`config.mk`:
```
export PLATFORM = sky130hd
export DESIGN_NAME = centroid_frame_ctrl
export DESIGN_NICKNAME = d
export VERILOG_FILES = /design/src/rtl/centroid_frame_ctrl.sv
export SDC_FILE = /design/constraint.sdc
export NUM_CORES = 1
export LEC_CHECK = 0
export CAP_MARGIN = 20
export CORE_MARGIN = 5
export CORE_UTILIZATION = 25
export DETAILED_ROUTE_END_ITERATION = 12
export PLACE_DENSITY = 0.47
export SYNTH_ARGS = -nofsm -noshare
export SYNTH_HDL_FRONTEND = slang
export SYNTH_SLANG_ARGS = --single-unit
```
`constraint.sdc`:
```
create_clock -name clk -period 5.49 [get_ports clk]
set_clock_uncertainty 0.15 [all_clocks]
set_input_delay 1.098 -clock clk [delete_from_list [all_inputs] [get_ports clk]]
set_output_delay 1.098 -clock clk [all_outputs]
set_load 0.02 [all_outputs]
```
`src/rtl/centroid_frame_ctrl.sv`:
```
// Frame sequencer for calc_centroid: row/column tracking, bottom-ROI forwarding,
// divider drain, per-frame centroid capture with line-loss debounce and a valid/ready result.
module centroid_frame_ctrl #(
  parameter int unsigned IMG_W       = 640,
  parameter int unsigned IMG_H       = 480,
  parameter int unsigned ROI_HEIGHT  = 32,
  parameter int unsigned THRESHOLD   = 0,
  parameter int unsigned DIV_LATENCY = 6,
  parameter int unsigned LOST_FRAMES = 3
) (
  input  logic        clk,
  input  logic        rst_n,
  input  logic        frame_start,
  input  logic        pix_valid,
  input  logic [3:0]  pix_in,
  output logic        cc_clear,
  output logic        cc_in_ready,
  output logic [3:0]  cc_pixel,
  input  logic [10:0] cc_centroid_x,
  output logic        res_valid,
  input  logic        res_ready,
  output logic [10:0] res_x,
  output logic        res_lost,
  output logic [7:0]  res_frame_id,
  output logic        overrun,
  output logic        sync_err,
  output logic        busy
);

  localparam int unsigned XW            = (IMG_W > 1) ? $clog2(IMG_W) : 1;
  localparam int unsigned YW            = (IMG_H > 1) ? $clog2(IMG_H) : 1;
  localparam int unsigned DW            = $clog2(DIV_LATENCY + 2);
  localparam int unsigned MW            = $clog2(LOST_FRAMES + 1);
  localparam int unsigned SKIP_ROWS     = IMG_H - ROI_HEIGHT;
  localparam int unsigned LAST_SKIP_ROW = (SKIP_ROWS > 0) ? SKIP_ROWS - 1 : 0;

  typedef enum logic [2:0] {
    ST_IDLE    = 3'd0,
    ST_SKIP    = 3'd1,
    ST_ROI     = 3'd2,
    ST_DRAIN   = 3'd3,
    ST_CAPTURE = 3'd4
  } state_e;

  state_e        state_q, state_d;
  logic [XW-1:0] x_cnt_q, x_cnt_d;
  logic [YW-1:0] y_cnt_q, y_cnt_d;
  logic [DW-1:0] drain_cnt_q, drain_cnt_d;
  logic [MW-1:0] miss_cnt_q, miss_cnt_d;
  logic          frame_hit_q, frame_hit_d;
  logic          cc_clear_q, cc_clear_d;
  logic          cc_in_ready_q, cc_in_ready_d;
  logic [3:0]    cc_pixel_q, cc_pixel_d;
  logic          res_valid_q, res_valid_d;
  logic [10:0]   res_x_q, res_x_d;
  logic          res_lost_q, res_lost_d;
  logic [7:0]    res_frame_id_q, res_frame_id_d;
  logic          overrun_q, overrun_d;
  logic          sync_err_q, sync_err_d;
  logic          busy_q, busy_d;

  // Raster position decode and next position for an accepted pixel
  logic          row_end_c;
  logic          skip_end_c;
  logic          frame_end_c;
  logic [XW-1:0] x_inc_c;
  logic [YW-1:0] y_inc_c;

  assign row_end_c   = (x_cnt_q == XW'(IMG_W - 1));
  assign skip_end_c  = row_end_c && (y_cnt_q == YW'(LAST_SKIP_ROW));
  assign frame_end_c = row_end_c && (y_cnt_q == YW'(IMG_H - 1));
  assign x_inc_c     = row_end_c ? '0 : x_cnt_q + XW'(1);
  assign y_inc_c     = row_end_c ? y_cnt_q + YW'(1) : y_cnt_q;

  // Next-state, counters and registered outputs
  always_comb begin
    state_d        = state_q;
    x_cnt_d        = x_cnt_q;
    y_cnt_d        = y_cnt_q;
    drain_cnt_d    = drain_cnt_q;
    miss_cnt_d     = miss_cnt_q;
    frame_hit_d    = frame_hit_q;
    cc_clear_d     = 1'b0;
    cc_in_ready_d  = 1'b0;
    cc_pixel_d     = cc_pixel_q;
    res_valid_d    = res_valid_q && !res_ready;
    res_x_d        = res_x_q;
    res_lost_d     = res_lost_q;
    res_frame_id_d = res_frame_id_q;
    overrun_d      = 1'b0;
    sync_err_d     = (frame_start && (state_q != ST_IDLE)) ||
                     (pix_valid && ((state_q == ST_IDLE) || (state_q == ST_DRAIN) ||
                                    (state_q == ST_CAPTURE)));

    if (frame_start) begin
      // A frame_start in any state (re)starts a frame; an in-flight frame is dropped
      cc_clear_d  = 1'b1;
      x_cnt_d     = '0;
      y_cnt_d     = '0;
      drain_cnt_d = '0;
      frame_hit_d = 1'b0;
      state_d     = (SKIP_ROWS == 0) ? ST_ROI : ST_SKIP;
    end else begin
      case (state_q)
        ST_IDLE: ;
        ST_SKIP: begin
          if (pix_valid) begin
            x_cnt_d = x_inc_c;
            y_cnt_d = y_inc_c;
            if (skip_end_c) state_d = ST_ROI;
          end
        end
        ST_ROI: begin
          cc_in_ready_d = pix_valid;
          if (pix_valid) begin
            cc_pixel_d = pix_in;
            x_cnt_d    = x_inc_c;
            y_cnt_d    = y_inc_c;
            if (pix_in > 4'(THRESHOLD)) frame_hit_d = 1'b1;
            if (frame_end_c) begin
              drain_cnt_d = '0;
              state_d     = ST_DRAIN;
            end
          end
        end
        ST_DRAIN: begin
          if (drain_cnt_q == DW'(DIV_LATENCY + 1)) state_d = ST_CAPTURE;
          else                                     drain_cnt_d = drain_cnt_q + DW'(1);
        end
        ST_CAPTURE: begin
          state_d        = ST_IDLE;
          res_valid_d    = 1'b1;
          res_frame_id_d = res_frame_id_q + 8'd1;
          overrun_d      = res_valid_q && !res_ready;
          if (frame_hit_q) begin
            miss_cnt_d = '0;
            res_x_d    = cc_centroid_x;
          end else if (miss_cnt_q != MW'(LOST_FRAMES)) begin
            miss_cnt_d = miss_cnt_q + MW'(1);
          end
          res_lost_d = (miss_cnt_d == MW'(LOST_FRAMES));
        end
        default: state_d = ST_IDLE;
      endcase
    end

    busy_d = (state_d != ST_IDLE);
  end

  always_ff @(posedge clk or negedge rst_n) begin
    if (!rst_n) begin
      state_q        <= ST_IDLE;
      x_cnt_q        <= '0;
      y_cnt_q        <= '0;
      drain_cnt_q    <= '0;
      miss_cnt_q     <= '0;
      frame_hit_q    <= 1'b0;
      cc_clear_q     <= 1'b1;
      cc_in_ready_q  <= 1'b0;
      cc_pixel_q     <= '0;
      res_valid_q    <= 1'b0;
      res_x_q        <= '0;
      res_lost_q     <= 1'b0;
      res_frame_id_q <= '0;
      overrun_q      <= 1'b0;
      sync_err_q     <= 1'b0;
      busy_q         <= 1'b0;
    end else begin
      state_q        <= state_d;
      x_cnt_q        <= x_cnt_d;
      y_cnt_q        <= y_cnt_d;
      drain_cnt_q    <= drain_cnt_d;
      miss_cnt_q     <= miss_cnt_d;
      frame_hit_q    <= frame_hit_d;
      cc_clear_q     <= cc_clear_d;
      cc_in_ready_q  <= cc_in_ready_d;
      cc_pixel_q     <= cc_pixel_d;
      res_valid_q    <= res_valid_d;
      res_x_q        <= res_x_d;
      res_lost_q     <= res_lost_d;
      res_frame_id_q <= res_frame_id_d;
      overrun_q      <= overrun_d;
      sync_err_q     <= sync_err_d;
      busy_q         <= busy_d;
    end
  end

  assign cc_clear     = cc_clear_q;
  assign cc_in_ready  = cc_in_ready_q;
  assign cc_pixel     = cc_pixel_q;
  assign res_valid    = res_valid_q;
  assign res_x        = res_x_q;
  assign res_lost     = res_lost_q;
  assign res_frame_id = res_frame_id_q;
  assign overrun      = overrun_q;
  assign sync_err     = sync_err_q;
  assign busy         = busy_q;

endmodule
```
---- After elaboration in Yosys (flattened, before gate mapping) ----
Cells that the tools add are included.
cells by class
  $add $sub $neg .......................... 5
  $lt $le $gt $ge ......................... 1
  equal/unequal tests ..................... 13
  multiplexer cells ....................... 35
  bitwise gates (word level) .............. 1
  reduce and logical (&&, ||, !) cells .... 26
operators with widths
  cell                                                                             count
  10-bit 2-to-1 mux                                                                4
  9-bit 2-to-1 mux                                                                 4
  3-bit 2-to-1 mux                                                                 10
  9-bit equality test, second input constant                                       2
  3-bit case mux with 4 select lines                                               1
  3-bit AND reduction                                                              4
  1-bit 2-to-1 mux                                                                 11
  10-bit by 1-bit adder with 10-bit output, second input constant                  1
  10-bit equality test, second input constant                                      1
  2-bit nonzero test                                                               5
  9-bit by 1-bit adder with 9-bit output, second input constant                    1
  3-bit inequality test, second input constant                                     3
  3-bit nonzero test                                                               3
  8-bit by 1-bit adder with 8-bit output, second input constant                    1
  2-bit 2-to-1 mux                                                                 4
  3-bit by 2-bit equality test with 1-bit output, second input constant            2
  3-bit equality test, second input constant                                       2
  3-bit case mux with 2 select lines                                               1
  1-bit logical AND                                                                5
  4-bit by 1-bit greater-than comparator with 1-bit output, second input constant  1
  2-bit AND reduction                                                              2
  4-bit AND reduction                                                              1
  3-bit by 1-bit adder with 3-bit output, second input constant                    1
  3-bit by 1-bit equality test with 1-bit output, second input constant            1
  8 further kinds                                                                  10
storage, ports and cells
  flip-flop bits (word level) ............. 58
  bits of input ports ..................... 20
  output and inout bits ................... 30

---- Depth between registers and ports, before layout ----
  word-level depth ........................ 7
  mapped depth ............................ 7
  gate-level depth less buffers ........... 5

---- Least setup slack after synthesis ----
OpenSTA, ideal clock, no wires.
  kind .................................... input port to flip-flop
  from .................................... input frame_start
  to ...................................... register res_x_q[0], in the netlist res_x[0]
  setup time .............................. 0.125 ns
  arrival ................................. 2.252 ns
  required time ........................... 5.215 ns
  path slack .............................. 2.963 ns
  stages on the path ...................... 5
  path buffers ............................ 2
  cell sequence ........................... buf_2 nor4b_4 nand2_2 buf_6 mux2_4
between the ends
  word-level cells in the longest chain between the ends .. 2
RTL lines
  item                           RTL line  source
  start, declared                13        input logic frame_start,
  1-bit NOT (no line)            --
  3-bit AND reduction (no line)  --
  end signal, assigned           179       res_x_q <= res_x_d;
  end, declared                  55        logic [10:0] res_x_q, res_x_d;
Every way passes these cells.
A chain may end at the register's enable or synchronous reset.

---- Worst setup path in the final report ----
  from .................................... input pix_valid
  to ...................................... register y_cnt_q[5]
between the ends
  word-level cells in the longest chain between the ends .. 2
RTL lines
  item                           RTL line  source
  start, declared                14        input logic pix_valid,
  2-bit nonzero test (no line)   --
  3-bit AND reduction (no line)  --
  end signal, assigned           171       y_cnt_q <= y_cnt_d;
  end, declared                  47        logic [YW-1:0] y_cnt_q, y_cnt_d;
Every way passes these cells.

==> flow_summary.json <==
{
  "routedWlPerCell_um": 13.74,
  "vias": 2051,
  "overflow": 0,
  "ys_ff_latch": 58,
  "hold_buffers": 0,
  "hold_violations": 0,
  "synth_edf_count": 0,
  "r2r-start": "x_cnt_q[0]",
  "path_clk_slew_ns": 0.07,
  "critPathKind": "primary input to flop",
  "synth_ff_type": "dfrtp_1",
  "critPathCaptureType": "flop",
  "dp_hpwl_um": 4006,
  "cp.required_ns": 5.57,
  "rows": 38,
  "holdPathEnd": "res_frame_id[7]",
  "worst_slew_pin_slew_ns": 0.7398,
  "reg2reg_to": "y_cnt_q[5]",
  "arrival_ns": 3.09,
  "fin_nets": 322,
  "drt_iter0_markers": 58,
  "track_usage_pct": 9.703,
  "cp_slowest_cell": "clkdlybuf4s50_1",
  "synthArstFlopShare_pct": 100.0,
  "clkSinkCount": 58,
  "cts_tree": "built",
  "relSlewSlack_pct": 50.68,
  "worstHoldStart": "res_frame_id[7]",
  "powerDensity_nw_per_um2": 254.8,
  "numPortBuffers": 49,
  "synth.distinct_cells": 48,
  "syn_nets": 270,
  "fin_setup_tns_ns": 0,
  "startpoint_type": "primary input",
  "setup_violations": 0,
  "dp_slack_ns": 2.154,
  "fmax_mhz": 332.2,
  "layout_setup_ws_ns": 2.480,
  "detail-route-antenna-nets": 0,
  "ys_warn_count": 0,
  "hp-class": "flop to flop",
  "grt_max_degree": 59,
  "hold_depth": 1,
  "avgSynthCellArea_um2": 11.36,
  "timing.final.max_slew_violations": 0,
  "p_leak_nw": 1.547,
  "finalPower_mw": 0.9224,
  "max-vdd-ir-drop_uv": 110.9,
  "cts_max_level": 3,
  "rsz0062_at_grt": "false",
  "final_cell_mix": "dfrtp_1 (57), clkdlybuf4s50_1 (48), nand2_1 (24)",
  "drtPass1Iterations": 4,
  "io_pins": 50,
  "initial_utilization_pct": 25.57,
  "period_needed_ns": 3.010,
  "place_congestion": 0.7473,
  "maxCapViolCount": 0,
  "postCtsSetupRepairBufs": 0,
  "fin_crit_sh_pct": 54.83,
  "diodes": 0,
  "outcome": "finished clean",
  "numCtsBuffers": 9,
  "die_h_um": 115.5,
  "clkLatencyLatePin_ns": 0.34,
  "layout_commonest_cell": "dfrtp_1",
  "critPathMaxFanout": 21,
  "grt_pass1_wl_um": 10090,
  "area_growth_pct": 30.02,
  "ctsResizeCount": 0,
  "r2r_slack_ns": 3.14,
  "root_buffer": "clkbuf_8",
  "syn-instance-count": 245,
  "drc": 0,
  "drt_wl_total_um": 6075,
  "syn_area_um2": 2784,
  "yosysSeqAreaShare_pct": 52.18,
  "grt_pass1_vias": 2015,
  "cts_buffer_depth": 2,
  "slowest_delay_ns": 0.53,
  "antenna_found_initial": 0,
  "die_width_um": 115.5,
  "avgViaCountPerCell": 4.640,
  "rr_worst_depth": 5,
  "core_um2": 10890,
  "dieArea_um2": 13350,
  "drive_above_1_share_pct": 14.24,
  "path_cells": "clkdlybuf4s50_1 > and2b_1 > nand2_1 > nor4_1 > mux2_2"
}
[metrics by stage]
step / util (%) / std cells / hold slack, ns / instance area [µm²]
after global routing: 33.25 / 442 / 0.3543 / 3620
after floorplan: - / 245 / 0.3184 / 2784
after global placement: 31.18 / 426 / 0.3111 / 3395
after CTS: 33.25 / 442 / 0.3345 / 3620
after detailed placement: 31.18 / 426 / 0.3246 / 3395
final: 33.25 / 442 / 0.3290 / 3620
[logic make-up after synthesis]
family          share of synthesized area (%)
mux                                     8.899
flops                                   52.18
buf+inv                                 3.550
xor+xnor                                3.506
compound gates                          10.29
simple gates                            19.33
fa+ha+maj                               2.247
[how the worst max path moves through the flow]
stage                            from    endpoint  slack, ns
after floorplan           frame_start    res_x[0]       2.96
after global placement    frame_start    res_x[7]       2.17
after detailed placement  frame_start    res_x[6]       2.15
after CTS                 frame_start    res_x[2]       2.51
after global routing        pix_valid  y_cnt_q[5]       2.39
final                       pix_valid  y_cnt_q[5]       2.48
[power breakdown]
| group | internal [mW] | switching [mW] |
|---|---|---|
| logic | 0.0173 | 0.0227 |
| clock network | 0.258 | 0.194 |
| registers | 0.429 | 0.00118 |
[cell type report]
cell class | instances | area, µm²
multi-input combinational | 168 | 1232
clock inverter | 7 | 101.3
sequential | 58 | 1453
inverter | 9 | 33.78
clock buffer | 9 | 123.9
timing repair buffer | 51 | 500.5
tap | 140 | 175.2
fill | 1081 | 7268
[flip-flops by register name, indices dropped and copies added, names as in the netlist]
signal and cells:
sync_err 1, res_lost 1, drain_cnt_q 3, overrun 1, state_q 3, busy 1
x_cnt_q 10, y_cnt_q 9, cc_in_ready 1, res_x 11, cc_clear 1, frame_hit_q 1
cc_pixel 4, res_frame_id 8, miss_cnt_q 2, res_valid 1
[critical path, delay by kind of cell]
kind / cells / cell delay [ns]
simple gates: 3 / 1.08
buf+inv: 1 / 0.53
mux: 1 / 0.37
[cells in the mapped netlist (2+ instances only)]
cell,n,share of area [%]
dfrtp_1,57,51
nand2_1,24,3.2
a21oi_1,21,3.8
o31ai_1,11,3.0
or4_1,11,3.0
mux2_4,10,5.4
nand3_1,10,1.8
inv_1,9,1.2
mux2_2,6,2.4
nor2_1,6,0.81
ha_1,5,2.2
nand4_1,5,1.1
xnor2_1,5,1.6
buf_2,4,0.72
nor4_1,4,0.90
o21ai_0,4,0.72
and2_1,3,0.67
and4_1,3,0.94
and4b_1,3,1.1
buf_6,3,1.2
clkbuf_1,3,0.40
mux2i_1,3,1.1
nor2b_1,3,0.67
or3_1,3,0.67
xor2_1,3,0.94
a31oi_1,2,0.45
and3_1,2,0.45
nand3b_1,2,0.54
[per-layer routing]
| layer | up-vias | global-route usage, % | part of all wire, % |
|---|---|---|---|
| met5 | - | 0 | 0 |
| met4 | 0 | 5.399 | 2.4 |
| met3 | 14 | 2.350 | 5.4 |
| met2 | 45 | 14.78 | 45 |
| met1 | 984 | 12.65 | 47 |
| li1 | 1008 | - | - |
No activity file was read; power rests on OpenSTA's default activity.
